`config.mk`:
```
export PLATFORM = sky130hd
export DESIGN_NAME = cpu_run_checker_tbl
export DESIGN_NICKNAME = d
export VERILOG_FILES = /design/src/rtl/cpu_run_checker_pkg.sv /design/src/rtl/cpu_run_checker_tbl.sv
export SDC_FILE = /design/constraint.sdc
export NUM_CORES = 1
export LEC_CHECK = 0
export ABC_AREA = 1
export BUFFER_PORTS_ARGS = -buffer_cell sky130_fd_sc_hd__buf_4
export CAP_MARGIN = 20
export CORE_MARGIN = 1.5
export CORE_UTILIZATION = 59
export DETAILED_ROUTE_END_ITERATION = 12
export PLACE_DENSITY_LB_ADDON = 0.1
export SLEW_MARGIN = 20
export SYNTH_ARGS = -nofsm -noshare
export SYNTH_HDL_FRONTEND = slang
export SYNTH_SLANG_ARGS = --single-unit
```
`constraint.sdc`:
```
create_clock -name clk -period 5.1 [get_ports clk]
set_input_delay 0.51 -clock clk [delete_from_list [all_inputs] [get_ports clk]]
set_output_delay 0.51 -clock clk [all_outputs]
set_load 0.02 [all_outputs]
```
`src/rtl/cpu_run_checker_pkg.sv`:
```
// Shared types for the CPU run checker: FSM state encoding and the
// layout of one expected-value table entry {vld, reg, value}.
package cpu_run_checker_pkg;

   // Sequencer states, exposed on the debug port of the top.
   typedef enum logic [2:0] {
      ST_IDLE  = 3'd0,
      ST_HOLD  = 3'd1,
      ST_RUN   = 3'd2,
      ST_CHECK = 3'd3,
      ST_DONE  = 3'd4
   } state_t;

   // Table-entry field widths: the valid flag is one bit, the register
   // index and expected value take the widths of the core they check.
   localparam int TBL_VLD_W = 1;

   // Packed entry width for a given register-index and data width.
   function automatic int tbl_entry_w(input int reg_w, input int data_w);
      return TBL_VLD_W + reg_w + data_w;
   endfunction

endpackage

```
`src/rtl/cpu_run_checker_tbl.sv`:
```
// Expected-value table: NUM_CHK entries of {vld, reg, value}, one
// synchronous write port, one combinational read port indexed by the scan.
module cpu_run_checker_tbl
   import cpu_run_checker_pkg::*;
#(
   parameter int DATA_W  = 32,
   parameter int REG_W   = 5,
   parameter int NUM_CHK = 4,
   parameter int CHK_W   = 2
) (
   input  logic              clk,
   input  logic              rst,
   input  logic              wr_en,
   input  logic [CHK_W-1:0]  wr_sel,
   input  logic              wr_vld,
   input  logic [REG_W-1:0]  wr_reg,
   input  logic [DATA_W-1:0] wr_val,
   input  logic [CHK_W-1:0]  rd_sel,
   output logic              rd_vld,
   output logic [REG_W-1:0]  rd_reg,
   output logic [DATA_W-1:0] rd_val
);
   localparam int ENT_W = tbl_entry_w(REG_W, DATA_W);

   logic [ENT_W-1:0] mem_q [NUM_CHK];

   // Reset clears every entry to {invalid, reg 0, value 0}; writes land next cycle.
   always_ff @(posedge clk) begin
      if (rst) begin
         for (int i = 0; i < NUM_CHK; i++) begin
            mem_q[i] <= '0;
         end
      end else if (wr_en) begin
         mem_q[wr_sel] <= {wr_vld, wr_reg, wr_val};
      end
   end

   assign {rd_vld, rd_reg, rd_val} = mem_q[rd_sel];

endmodule

```
# == Word level (Yosys, flattened, before mapping) ==
# Memories as Yosys holds them, arrays and structs flattened.
# Cells that the tools add are included.
# word_totals
regBits,0
mem_bits_rw,152
input_bits,45
memories,1
# op_classes
muxes,8
reduce_logical,1
# mem_list
memory,words,width,read_ports,rd_ports_with_merged_regs,write_ports,line,rtl
mem_q,4,38,1,0,4,cpu_run_checker_tbl.sv:25,logic [ENT_W-1:0] mem_q [NUM_CHK];
# op_table
operator,count
$mux 38,1
$reduce_or 38->1,1
$mux 1,6
$mux 2,1

# == Longest topological paths before layout ==
# Gate-level depths: netlist of run 1.
# depth
word_depth,5
depth_mapped,7
ltp_nobuf,4

# == Least setup slack after synthesis of run 1 ==
# OpenSTA, ideal clock, no wires.
# synth_path
kind,input port to flip-flop
start,input wr_sel[0]
end,memory mem_q[2][0] (netlist bit) (enable)
t_arrival_ns,3.519
required_time_ns,4.614
setup_slack_ns,1.095
cell_stages,4
path_cell_list,inv_1 nand2_1 buf_2 o21ai_0
# synth_rtl
element,line,rtl
"start, declared",cpu_run_checker_tbl.sv:14,"input logic [CHK_W-1:0] wr_sel,"
"end, declared",cpu_run_checker_tbl.sv:25,

# == Worst setup path after layout of run 1 ==
# layout_path
start,input rd_sel[0]
end,output rd_val[10]
# layout_via
elab_chain_cells,1
# layout_rtl
element,line,rtl
"start, declared",cpu_run_checker_tbl.sv:18,"input logic [CHK_W-1:0] rd_sel,"
$mem_v2 4x38,n/a,
"end, declared",cpu_run_checker_tbl.sv:21,output logic [DATA_W-1:0] rd_val
# No other way between the ends.

==> results.md, run 1 <==
| Result | This run | Unit |
| --- | --- | --- |
| Final count of negative-setup-slack endpoints | 0 | - |
| Element type at the critical path end | output port | - |
| RePlAce Congestion | 0.7098 | - |
| Cell variety after synth | 15 | - |
| Post-CTS setup repair buffer count | 0 | - |
| Die H | 114.4 | um |
| Top register by number of flip-flops | mem_q | - |
| Data arrival time of the worst path | 2.22 | ns |
| Maximum operating frequency | 366.4 | MHz |
| Total detailed-routing wirelength | 15,140 | um |
| Pin count of the biggest net entering global routing | 78 | - |
| Share of the cycle needed by the critical path after routing | 53.52 | % |
| Max FFs per register | 152 | - |
| Kind of start point of the critical path | input pin | - |
| Fin nets | 926 | - |
| Fillers | 907 | - |
| Hold Buf Count CTS | 0 | - |
| Die Footprint | 13,090 | um^2 |
| DP Area | 7956 | um^2 |
| Critical path peak fanout | 77 | - |
| Root Buffer | sky130_fd_sc_hd__clkbuf_16 | - |
| Total I/O pin count | 83 | - |
| Starting DRC count in detailed routing | 396 | - |
| Data required time of the worst path | 4.59 | ns |
| CTS clock-pin slew for the worst setup and hold paths | 0.06 | ns |
| Warnings from Yosys | 0 | - |
| Final Hold Violating Endpoints | 0 | - |
| # clock sinks | 152 | - |
| Global-route wire length before repair | 25,290 | um |
| Fin util | 70.87 | % |
| Vias in the first global route | 5,437 | - |
| Setup repair after global routing missed its margin | false | - |
| Average via count per standard cell | 5.033 | - |
| Vias after detailed routing | 5,345 | - |
| Max_cap viols | 0 | - |
| Post-synthesis sequential area ratio | 62.34 | % |
| Post-route standard cell area excluding fillers | 8548 | um^2 |
| Worst-margin pin slew | 1.018 | ns |
| Port buffer count | 82 | - |
| Shortest period the worst path allows | 2.729 | ns |
| Total track usage | 25.35 | % |
| Maximum level of the CTS H-tree | 4 | - |
| Overall power | 3.102 | mW |
| Post-synthesis instance total | 821 | - |
| Series of cell instances along the critical path | buf_4 > inv_2 > buf_4 > nand2_1 > nand3_1 > nand2_1 > buf_4 | - |
| Wire per inst | 14.26 | um |
| Number of pins exceeding their max-slew limit in the final report | 0 | - |
| WS Path Type | in2out | - |
| Core Rows | 40 | - |
| Worst min-delay path category | in2reg | - |
| Yosys reg bits | 152 | - |
| Peak ir drop on the vdd network | 267.2 | uV |
| Post-synthesis instance area | 7322 | um^2 |
| Initial antenna violation count | 0 | - |
| Max-slew headroom at the worst pin | 31.88 | % |
| Core footprint | 12,060 | um^2 |
| Post-DRT Antenna Nets | 0 | - |
| Final routed DRC violation total | 0 | - |
| Cell area power density | 362.9 | nW/um^2 |
| Cell class contributing the biggest share of worst-path delay | buffers and inverters | - |
| Global route total overflow | 0 | - |
| Starting utilization of the core area | 60.71 | % |
| Most frequent cell on the critical path | sky130_fd_sc_hd__buf_4 | - |
| Outcome | complete, no violations | - |
| HPWL reported at the end of detailed placement | 8474 | um |
| TritonCTS clock tree | built | - |
| Syn Nets | 866 | - |
| 1st-pass router iterations | 5 | - |
| Diodes inserted | 0 | - |
| Most frequent cells in the layout | sky130_fd_sc_hd__inv_1, sky130_fd_sc_hd__nand2_1, sky130_fd_sc_hd__edfxtp_1, sky130_fd_sc_hd__nor2_1, sky130_fd_sc_hd__buf_4 | - |
| Buffer levels on the longest clock path | 2 | - |
| Die Span X | 114.4 | um |
| Biggest cell delay along the critical path | 0.66 | ns |
| Total Neg Setup Slack | 0 | ns |
| Most common cell after layout, fill and taps aside | sky130_fd_sc_hd__inv_1 | - |
| Avg Synthesized Cell Area | 8.918 | um^2 |
| Proportion of layout cells with a drive suffix above 1 | 14.43 | % |
| Area added between synthesis and finish | 16.75 | % |
| Number of buffers and inverters on the critical path | 4 | - |
| Static leakage | 4.124 | nW |
| Number of buffers created by CTS | 17 | - |
| Top Registers | mem_q: 152 flops | - |
| Quantity of gates resized following cts | 0 | - |
| CP max-delay cell | sky130_fd_sc_hd__buf_4 | - |
[cells in the mapped netlist]
cell	count	share of area, %
sky130_fd_sc_hd__nand2_1	195	10
sky130_fd_sc_hd__inv_1	193	9.9
sky130_fd_sc_hd__edfxtp_1	152	62
sky130_fd_sc_hd__nor2_1	114	5.8
sky130_fd_sc_hd__nand3_1	77	5.3
sky130_fd_sc_hd__nor3_1	36	2.5
sky130_fd_sc_hd__buf_2	22	1.5
sky130_fd_sc_hd__clkbuf_1	14	0.72
sky130_fd_sc_hd__buf_4	5	0.51
sky130_fd_sc_hd__buf_6	4	0.62
sky130_fd_sc_hd__inv_2	3	0.15
sky130_fd_sc_hd__nand3_2	2	0.27
sky130_fd_sc_hd__nor3_2	2	0.27
sky130_fd_sc_hd__nor2_2	1	0.085
sky130_fd_sc_hd__o21ai_0	1	0.068
[kinds of logic (layout without fill, tap and decap cells)]
logic type / Yosys count / count (layout) / synth area share, %
simple gates: 427 / 427 / 24.20
buf+inv: 241 / 314 / 13.40
flops: 152 / 152 / 62.34
compound gates: 1 / 1 / 0.06829
[power breakdown]
group	leakage, nW	switching [mW]	internal [mW]
Sequential	1.48	0.0231	1.47
Clock	0.281	0.480	0.762
Combinational	2.36	0.239	0.123
[area by class of cell]
cell class	count	area [um^2]	area share, %
multi-input cells	428	1805	21.12
clock inverters	14	157.7	1.844
flip-flops and latches	152	4564	53.40
well taps	168	210.2	2.459
repair buffers	86	645.6	7.553
inverters	196	735.7	8.607
clock buffers	18	429.2	5.020
[path summary, 6_finish.rpt]
check	start	end	slack [ns]	cells after the start
setup / recovery	rd_sel[0]	rd_val[10]	2.37	7
hold / removal	wr_val[25]	mem_q[3][25]$_DFFE_PP_	0.43	3
[worst min-delay path, stage by stage]
cell and delay (ns):
sky130_fd_sc_hd__buf_4 0.07, sky130_fd_sc_hd__inv_1 0.06, sky130_fd_sc_hd__nor2_1 0.10
[routing by layer]
| metal | up-vias | GRT usage [%] | routed length (um) |
|---|---|---|---|
| met4 | 0 | 10.50 | 236 |
| met1 | 2468 | 31.85 | 6194 |
| met5 | - | 0 | 0 |
| li1 | 2634 | - | - |
| met2 | 213 | 42.83 | 7705 |
| met3 | 30 | 5.506 | 1006 |
[per-stage QoR]
step	hold slack, ns	instances	setup WS (ns)
floorplan	0.7533	821	1.095
global placement	0.8535	1030	2.094
detailed placement	0.8627	1030	2.093
CTS	0.4243	1062	2.396
global route	0.4390	1062	2.231
finish	0.4334	1062	2.371
No activity file was read; power rests on OpenSTA's default activity.
==> inputs of run 2 (changes only) <==
Settings changed: ABC_AREA 1 to 0, CORE_UTILIZATION 59 to 58.
Clock period 5.1 ns to 2.6 ns, I/O delays scaled along.
==> run 2 against run 1 <==
  * First-iteration DRC count fell by 41%
  * Final cell count down 42%
  * Sequential share of layout area is 3.3 points higher
  * Worst setup slack worse by 1.6 ns
  * Global-route usage fell by 1.5 points
  * Utilization rose by 2.4 points
  * Non-clock buffer count up 5
  * Synthesized cell count shrank 54%
  * Via count down 36%
  * Hold slack worse by 0.31 ns
  * Critical path depth decreased by 3
  * Largest cell class unchanged
  * Highest routed layer unchanged
==> results.md, run 2 <==
| Result | This run | Unit | Delta |
| --- | --- | --- | --- |
| Post-route standard cell area excluding fillers | 8046 | um^2 | -5.9% |
| Sequential cell area | 4564 | um^2 | unchanged |
| HPWL reported at the end of detailed placement | 7101 | um | -16% |
| Share of the cycle needed by the critical path after routing | 71.54 | % |  |
| Final routed DRC violation total | 0 | - | unchanged |
| Peak ir drop on the vdd network | 685.5 | uV | +160% |
| Max FFs per register | 152 | - | unchanged |
| Number of pins exceeding their max-slew limit in the final report | 0 | - | unchanged |
| Final Hold Violating Endpoints | 0 | - | unchanged |
| Hold Buf Count CTS | 0 | - | unchanged |
| Maximum operating frequency | 537.6 | MHz |  |
| Die Footprint | 12,090 | um^2 | -7.6% |
| Max_cap viols | 0 | - | unchanged |
| Fin nets | 507 | - | -45% |
| RePlAce Congestion | 0.7083 | - | -0.21% |
| Die Span X | 110.0 | um | -3.9% |
| Port buffer count | 82 | - | unchanged |
| Static leakage | 3.014 | nW | -27% |
| Die H | 110.0 | um | -3.9% |
| Cell area power density | 778.1 | nW/um^2 | +110% |
| Root Buffer | sky130_fd_sc_hd__clkbuf_16 | - |  |
| Vias in the first global route | 3,675 | - | -32% |
| Cell accounting for the most synthesized area | sky130_fd_sc_hd__edfxtp_1 | - |  |
| Share of the synthesized area in the top cell type | 68.79 | % | +6.5 points |
| Total I/O pin count | 83 | - | unchanged |
| Initial antenna violation count | 0 | - | unchanged |
| Number of standard cells in the final layout excluding fillers | 614 | - | -42% |
| Post-synthesis instance total | 376 | - | -54% |
| Hold_ws | 0.1254 | ns | -0.3080 ns |
| DP Area | 7407 | um^2 | -6.9% |
| Data required time of the worst path | 2.34 | ns | -2.25 ns |
| Number of buffers and inverters on the critical path | 3 | - | -1 |
| Post-synthesis sequential area ratio | 68.79 | % | +6.5 points |
| Proportion of layout cells with a drive suffix above 1 | 33.97 | % | +20 points |
| Worst min-delay path category | in2reg | - |  |
| Series of cell instances along the critical path | buf_4 > buf_12 > mux4_2 > buf_4 | - |  |
| Endpoint of the worst hold-timing path | mem_q[0][3]$_SDFFCE_PN0P_ | - |  |
| Fillers | 692 | - | -24% |
| WS Path Type | in2out | - |  |
| Starting DRC count in detailed routing | 233 | - | -41% |
| Max-slew headroom at the worst pin | 38.88 | % | +7.0 points |
| Worst-margin pin slew | 0.9148 | ns | -0.1034 ns |
| Pin count of the biggest net entering global routing | 39 | - | -50% |
| Maximum level of the CTS H-tree | 4 | - | unchanged |
| Vias after detailed routing | 3,431 | - | -36% |
| Area added between synthesis and finish | 21.27 | % |  |
| 1st-pass router iterations | 4 | - | -1 |
| Most frequent cell on the critical path | sky130_fd_sc_hd__buf_4 | - |  |
| Critical path peak fanout | 25 | - | -68% |
| Predominant post-synthesis flop cell | sky130_fd_sc_hd__edfxtp_1 | - |  |
| Overall power | 6.261 | mW | +100% |
| Warnings from Yosys | 0 | - | unchanged |
| Global-route wire length before repair | 19,730 | um | -22% |
| Post-synth ARST share | 0 | % | unchanged |
| Critical Path Start | rd_sel[0] | - |  |
| Number of buffers created by CTS | 17 | - | unchanged |
| Top Registers | mem_q: 152 flops | - |  |
| Total detailed-routing wirelength | 12,790 | um | -16% |
| CTS clock-pin slew for the worst setup and hold paths | 0.06 | ns | about the same |
| Buffer levels on the longest clock path | 2 | - | unchanged |
| Fraction of power consumed by the clock network | 43.0 | % | +3.0 points |
| Origin of the worst min-delay path | wr_val[3] | - |  |
| Count of flip-flops with a built-in enable after synthesis | 152 | - | unchanged |
| CP max-delay cell | sky130_fd_sc_hd__mux4_2 | - |  |
| TritonCTS clock tree | built | - |  |
| Final count of negative-setup-slack endpoints | 0 | - | unchanged |
| Global route total overflow | 0 | - | unchanged |
| Reported net switching power | 1.286 | mW | +73% |
| Most frequent cells in the layout | sky130_fd_sc_hd__and2_1, sky130_fd_sc_hd__edfxtp_1, sky130_fd_sc_hd__buf_4, sky130_fd_sc_hd__mux4_2, sky130_fd_sc_hd__clkbuf_16 | - |  |
| Data arrival time of the worst path | 1.60 | ns | -0.62 ns |
| Diodes inserted | 0 | - | unchanged |
| Total placed cells including tap cells | 583 | - | -43% |
| Share of total power in sequential cells | 47.0 | % | -1.3 points |
| Starting utilization of the core area | 60.41 | % | -0.29 points |
| Post-synthesis instance area | 6635 | um^2 | -9.4% |
| Avg Synthesized Cell Area | 17.65 | um^2 | +98% |
| Cell class contributing the biggest share of worst-path delay | buffers and inverters | - |  |
| Post-DRT Antenna Nets | 0 | - | unchanged |
| Biggest cell delay along the critical path | 0.57 | ns | -0.09 ns |
| Average via count per standard cell | 5.588 | - | +11% |
| Relative contribution of combinational cells to total power | 10.0 | % | -1.7 points |
| Yosys reg bits | 152 | - | unchanged |
| # clock sinks | 152 | - | unchanged |
| Syn Nets | 421 | - | -51% |
| Kind of start point of the critical path | input pin | - |  |
| Internal power of the cells | 4.975 | mW | +110% |
| Area contributors post-synth | sky130_fd_sc_hd__edfxtp_1, sky130_fd_sc_hd__and2_1, sky130_fd_sc_hd__mux4_2, sky130_fd_sc_hd__buf_6, sky130_fd_sc_hd__buf_2 | - |  |
| Wire per inst | 20.83 | um | +46% |
| Outcome | complete, no violations | - |  |
| Multi-input combinational cell area | 1931 | um^2 | +6.9% |
| Core footprint | 10,980 | um^2 | -8.9% |
| Setup repair after global routing missed its margin | false | - |  |
| Sw Ratio | 20.53 | % | -3.4 points |
| Total track usage | 23.82 | % | -1.5 points |
| Total Neg Setup Slack | 0 | ns | unchanged |
| Worst-case setup margin in the final layout | 0.7399 | ns | -1.631 ns |
| Post-CTS setup repair buffer count | 0 | - | unchanged |
| Top register by number of flip-flops | mem_q | - |  |
| Quantity of gates resized following cts | 0 | - | unchanged |
| Element type at the critical path end | output port | - |  |
| Number of stages on the worst hold path | 2 | - | -1 |
| Most numerous cell types in the synthesized netlist | sky130_fd_sc_hd__and2_1, sky130_fd_sc_hd__edfxtp_1, sky130_fd_sc_hd__mux4_2 | - |  |
| Core Rows | 38 | - | -5.0% |
| Shortest period the worst path allows | 1.860 | ns |  |
| Cell variety after synth | 15 | - | unchanged |
| Setup slack after placement | 0.7173 | ns | -1.376 ns |
| Fin util | 73.26 | % | +2.4 points |
-- run 2: area by class of cell --
cell class / instances / share of cell area (%)
Clock buffer: 20 / 5.427
Clock inverter: 11 / 2.519
Inverter: 1 / 0.04665
Multi-Input combinational cell: 199 / 23.99
Sequential cell: 152 / 56.73
Tap cell: 140 / 2.177
Timing Repair Buffer: 91 / 9.112
-- run 2: layer usage --
layer	GRT usage, %	share of wire (%)	up-vias
met4	10.30	0.71	0
met5	0	0	-
met1	29.74	40	1732
li1	-	-	1571
met2	39.88	53	122
met3	5.750	6.3	6
-- run 2: worst max path at each step --
stage	cells after the start	endpoint	slack [ns]
finish	4	rd_val[28]	0.74
floorplan	2	mem_q[0][0]$_SDFFCE_PN0P_	-0.04
global route	4	rd_val[28]	0.66
CTS	4	rd_val[28]	0.71
detailed placement	4	rd_val[28]	0.72
global placement	4	rd_val[28]	0.72
-- run 2: power by group through the flow --
stage | Combinational [mW] | Sequential, mW | Clock (mW)
after floorplan | 0.362 | 2.98 | 0
after global placement | 0.630 | 2.98 | 0
after detailed placement | 0.636 | 2.99 | 0
after CTS | 0.639 | 2.94 | 2.72
after global routing | 0.672 | 2.96 | 2.81
final | 0.628 | 2.94 | 2.69
-- run 2: logic make-up after synthesis --
logic type	synth area share (%)
mux	12.90
compound gates	0.4903
buf+inv	2.697
flops	68.79
simple gates	15.12
==> inputs of run 3 (changes only) <==
Settings changed: CORE_UTILIZATION 58 to 52.
Clock period 2.6 ns to 1.62 ns, I/O delays scaled along.
==> run 3 against run 2 <==
  * The run now ends with negative setup slack left
  * First-iteration DRC count grew 3.4%
  * Via count grew 1.2%
  * Critical path depth shrank 2
  * Wire length shrank 0.34%
  * Hold slack lost 0.083 ns
  * Die area grew 11%
  * Sequential power grew 61%
  * Worst setup slack lost 0.75 ns
  * Largest cell class unchanged
==> results.md, run 3 (synthesized netlist as in run 2, its figures left out) <==
| Result | This run | Unit | Delta |
| --- | --- | --- | --- |
| Outcome | finished with violations | - |  |
| Failing checks | negative setup slack | - |  |
| Hold Buf Count CTS | 0 | - | unchanged |
| Data arrival time of the worst path | 1.47 | ns | -0.13 ns |
| Post-CTS setup repair buffer count | 0 | - | unchanged |
| Origin of the worst min-delay path | wr_val[17] | - |  |
| Most frequent cells in the layout | sky130_fd_sc_hd__and2_1, sky130_fd_sc_hd__edfxtp_1, sky130_fd_sc_hd__buf_4, sky130_fd_sc_hd__mux4_2, sky130_fd_sc_hd__buf_6 | - |  |
| Critical Path Start | mem_q[3][8]$_DFFE_PP_ | - |  |
| Share of the cycle needed by the critical path after routing | 100.4 | % |  |
| Total detailed-routing wirelength | 12,750 | um | -0.34% |
| Critical path peak fanout | 1 | - | -96% |
| Core Rows | 41 | - | +7.9% |
| Post-route standard cell area excluding fillers | 8183 | um^2 | +1.7% |
| Port buffer count | 82 | - | unchanged |
| Setup slack after placement | 0.1132 | ns | -0.6042 ns |
| Number of pins exceeding their max-slew limit in the final report | 0 | - | unchanged |
| Total placed cells including tap cells | 625 | - | +7.2% |
| Worst-margin pin slew | 0.9029 | ns | -0.01187 ns |
| Maximum level of the CTS H-tree | 4 | - | unchanged |
| Average via count per standard cell | 5.285 | - | -5.4% |
| Max FFs per register | 152 | - | unchanged |
| Die Footprint | 13,450 | um^2 | +11% |
| Biggest cell delay along the critical path | 0.53 | ns | -0.04 ns |
| Starting utilization of the core area | 53.01 | % | -7.4 points |
| Starting DRC count in detailed routing | 241 | - | +3.4% |
| Global route total overflow | 0 | - | unchanged |
| Maximum operating frequency | 614.5 | MHz |  |
| DP Area | 7585 | um^2 | +2.4% |
| Series of cell instances along the critical path | mux4_2 > buf_6 | - |  |
| Area added between synthesis and finish | 23.33 | % |  |
| Total Neg Setup Slack | -0.01740 | ns | -0.01740 ns |
| TritonCTS clock tree | built | - |  |
| Max-slew headroom at the worst pin | 39.68 | % | +0.79 points |
| Kind of start point of the critical path | flip-flop | - |  |
| Core footprint | 12,520 | um^2 | +14% |
| HPWL reported at the end of detailed placement | 7526 | um | +6.0% |
| Worst-case setup margin in the final layout | -0.007257 | ns | -0.7472 ns |
| Pin count of the biggest net entering global routing | 39 | - | unchanged |
| Proportion of layout cells with a drive suffix above 1 | 34.64 | % | +0.67 points |
| Die Span X | 116.0 | um | +5.5% |
| Fillers | 921 | - | +33% |
| Final count of negative-setup-slack endpoints | 3 | - | +3 |
| # clock sinks | 152 | - | unchanged |
| Total I/O pin count | 83 | - | unchanged |
| Cell area power density | 1136 | nW/um^2 | +46% |
| 1st-pass router iterations | 6 | - | +2 |
| Die H | 116.0 | um | +5.5% |
| Number of standard cells in the final layout excluding fillers | 657 | - | +7.0% |
| Worst min-delay path category | in2reg | - |  |
| Final routed DRC violation total | 0 | - | unchanged |
| Initial antenna violation count | 0 | - | unchanged |
| Fin nets | 517 | - | +2.0% |
| Element type at the critical path end | output port | - |  |
| Total track usage | 20.56 | % | -3.3 points |
| Data required time of the worst path | 1.46 | ns | -0.88 ns |
| Final Hold Violating Endpoints | 0 | - | unchanged |
| Root Buffer | sky130_fd_sc_hd__clkbuf_16 | - |  |
| Shortest period the worst path allows | 1.627 | ns |  |
| Max_cap viols | 0 | - | unchanged |
| Post-DRT Antenna Nets | 0 | - | unchanged |
| Setup repair after global routing missed its margin | true | - |  |
| Buffer levels on the longest clock path | 2 | - | unchanged |
| Top register by number of flip-flops | mem_q | - |  |
| Vias after detailed routing | 3,472 | - | +1.2% |
| WS Path Type | reg2out | - |  |
| Wire per inst | 19.40 | um | -6.9% |
| Top Registers | mem_q: 152 flops | - |  |
| Peak ir drop on the vdd network | 853.7 | uV | +25% |
| CP max-delay cell | sky130_fd_sc_hd__mux4_2 | - |  |
| Diodes inserted | 0 | - | unchanged |
| RePlAce Congestion | 0.7438 | - | +5.0% |
| Global-route wire length before repair | 19,440 | um | -1.5% |
| CTS clock-pin slew for the worst setup and hold paths | 0.06 | ns | about the same |
| Vias in the first global route | 3,559 | - | -3.2% |
| Number of buffers created by CTS | 17 | - | unchanged |
| Overall power | 9.292 | mW | +48% |
| Static leakage | 3.048 | nW | +1.1% |
run 3: layer usage:
metal	global-route usage, %	vias to the layer above	part of all wire [%]
met5	0	-	0
met4	7.642	0	1.7
met3	4.655	15	4.9
met2	33.69	103	52
met1	27.26	1754	42
li1	-	1600	-
run 3: worst paths after layout:
kind	endpoint	slack (ns)	depth (start not counted)
setup / recovery	rd_val[8]	-0.007	2
hold / removal	mem_q[0][17]$_SDFFCE_PN0P_	0.04	2
run 3: critical path, delay by kind of cell (launching register included):
kind | cells | cell delay, ns
multiplexers | 1 | 0.53
flip-flops | 1 | 0.36
buffers and inverters | 1 | 0.16
run 3: where the power goes:
part | total (mW) | switching [mW] | internal [mW] | leakage (nW)
clock network | 3.47 | 1.42 | 2.05 | 0.249
registers | 4.72 | 0.0697 | 4.65 | 1.50
logic | 1.10 | 0.549 | 0.555 | 1.30
total | 9.29 | 2.04 | 7.25 | 3.05
run 3: final cells by class:
cell class	instances	area (um^2)	share of cell area (%)
Clock inverter	14	90.09	1.101
Clock buffer	18	429.2	5.245
Multi-Input combinational cell	199	1931	23.59
Inverter	1	3.754	0.04587
Tap cell	172	215.2	2.630
Sequential cell	152	4564	55.78
Timing Repair Buffer	101	949.7	11.61
run 3: stage by stage:
stage               hold slack, ns  utilization, %
floorplan                   0.3602               -
global placement            0.4581           60.60
detailed placement          0.4629           60.60
CTS                        0.03205           65.04
global route               0.03862           65.37
finish                     0.04243           65.37
run 3: repair_timing:
action | CTS | global route
hold endpoints to repair | 0 | 0
gates resized for setup | 10 | 11
endpoints found under the setup margin | 10 | 20
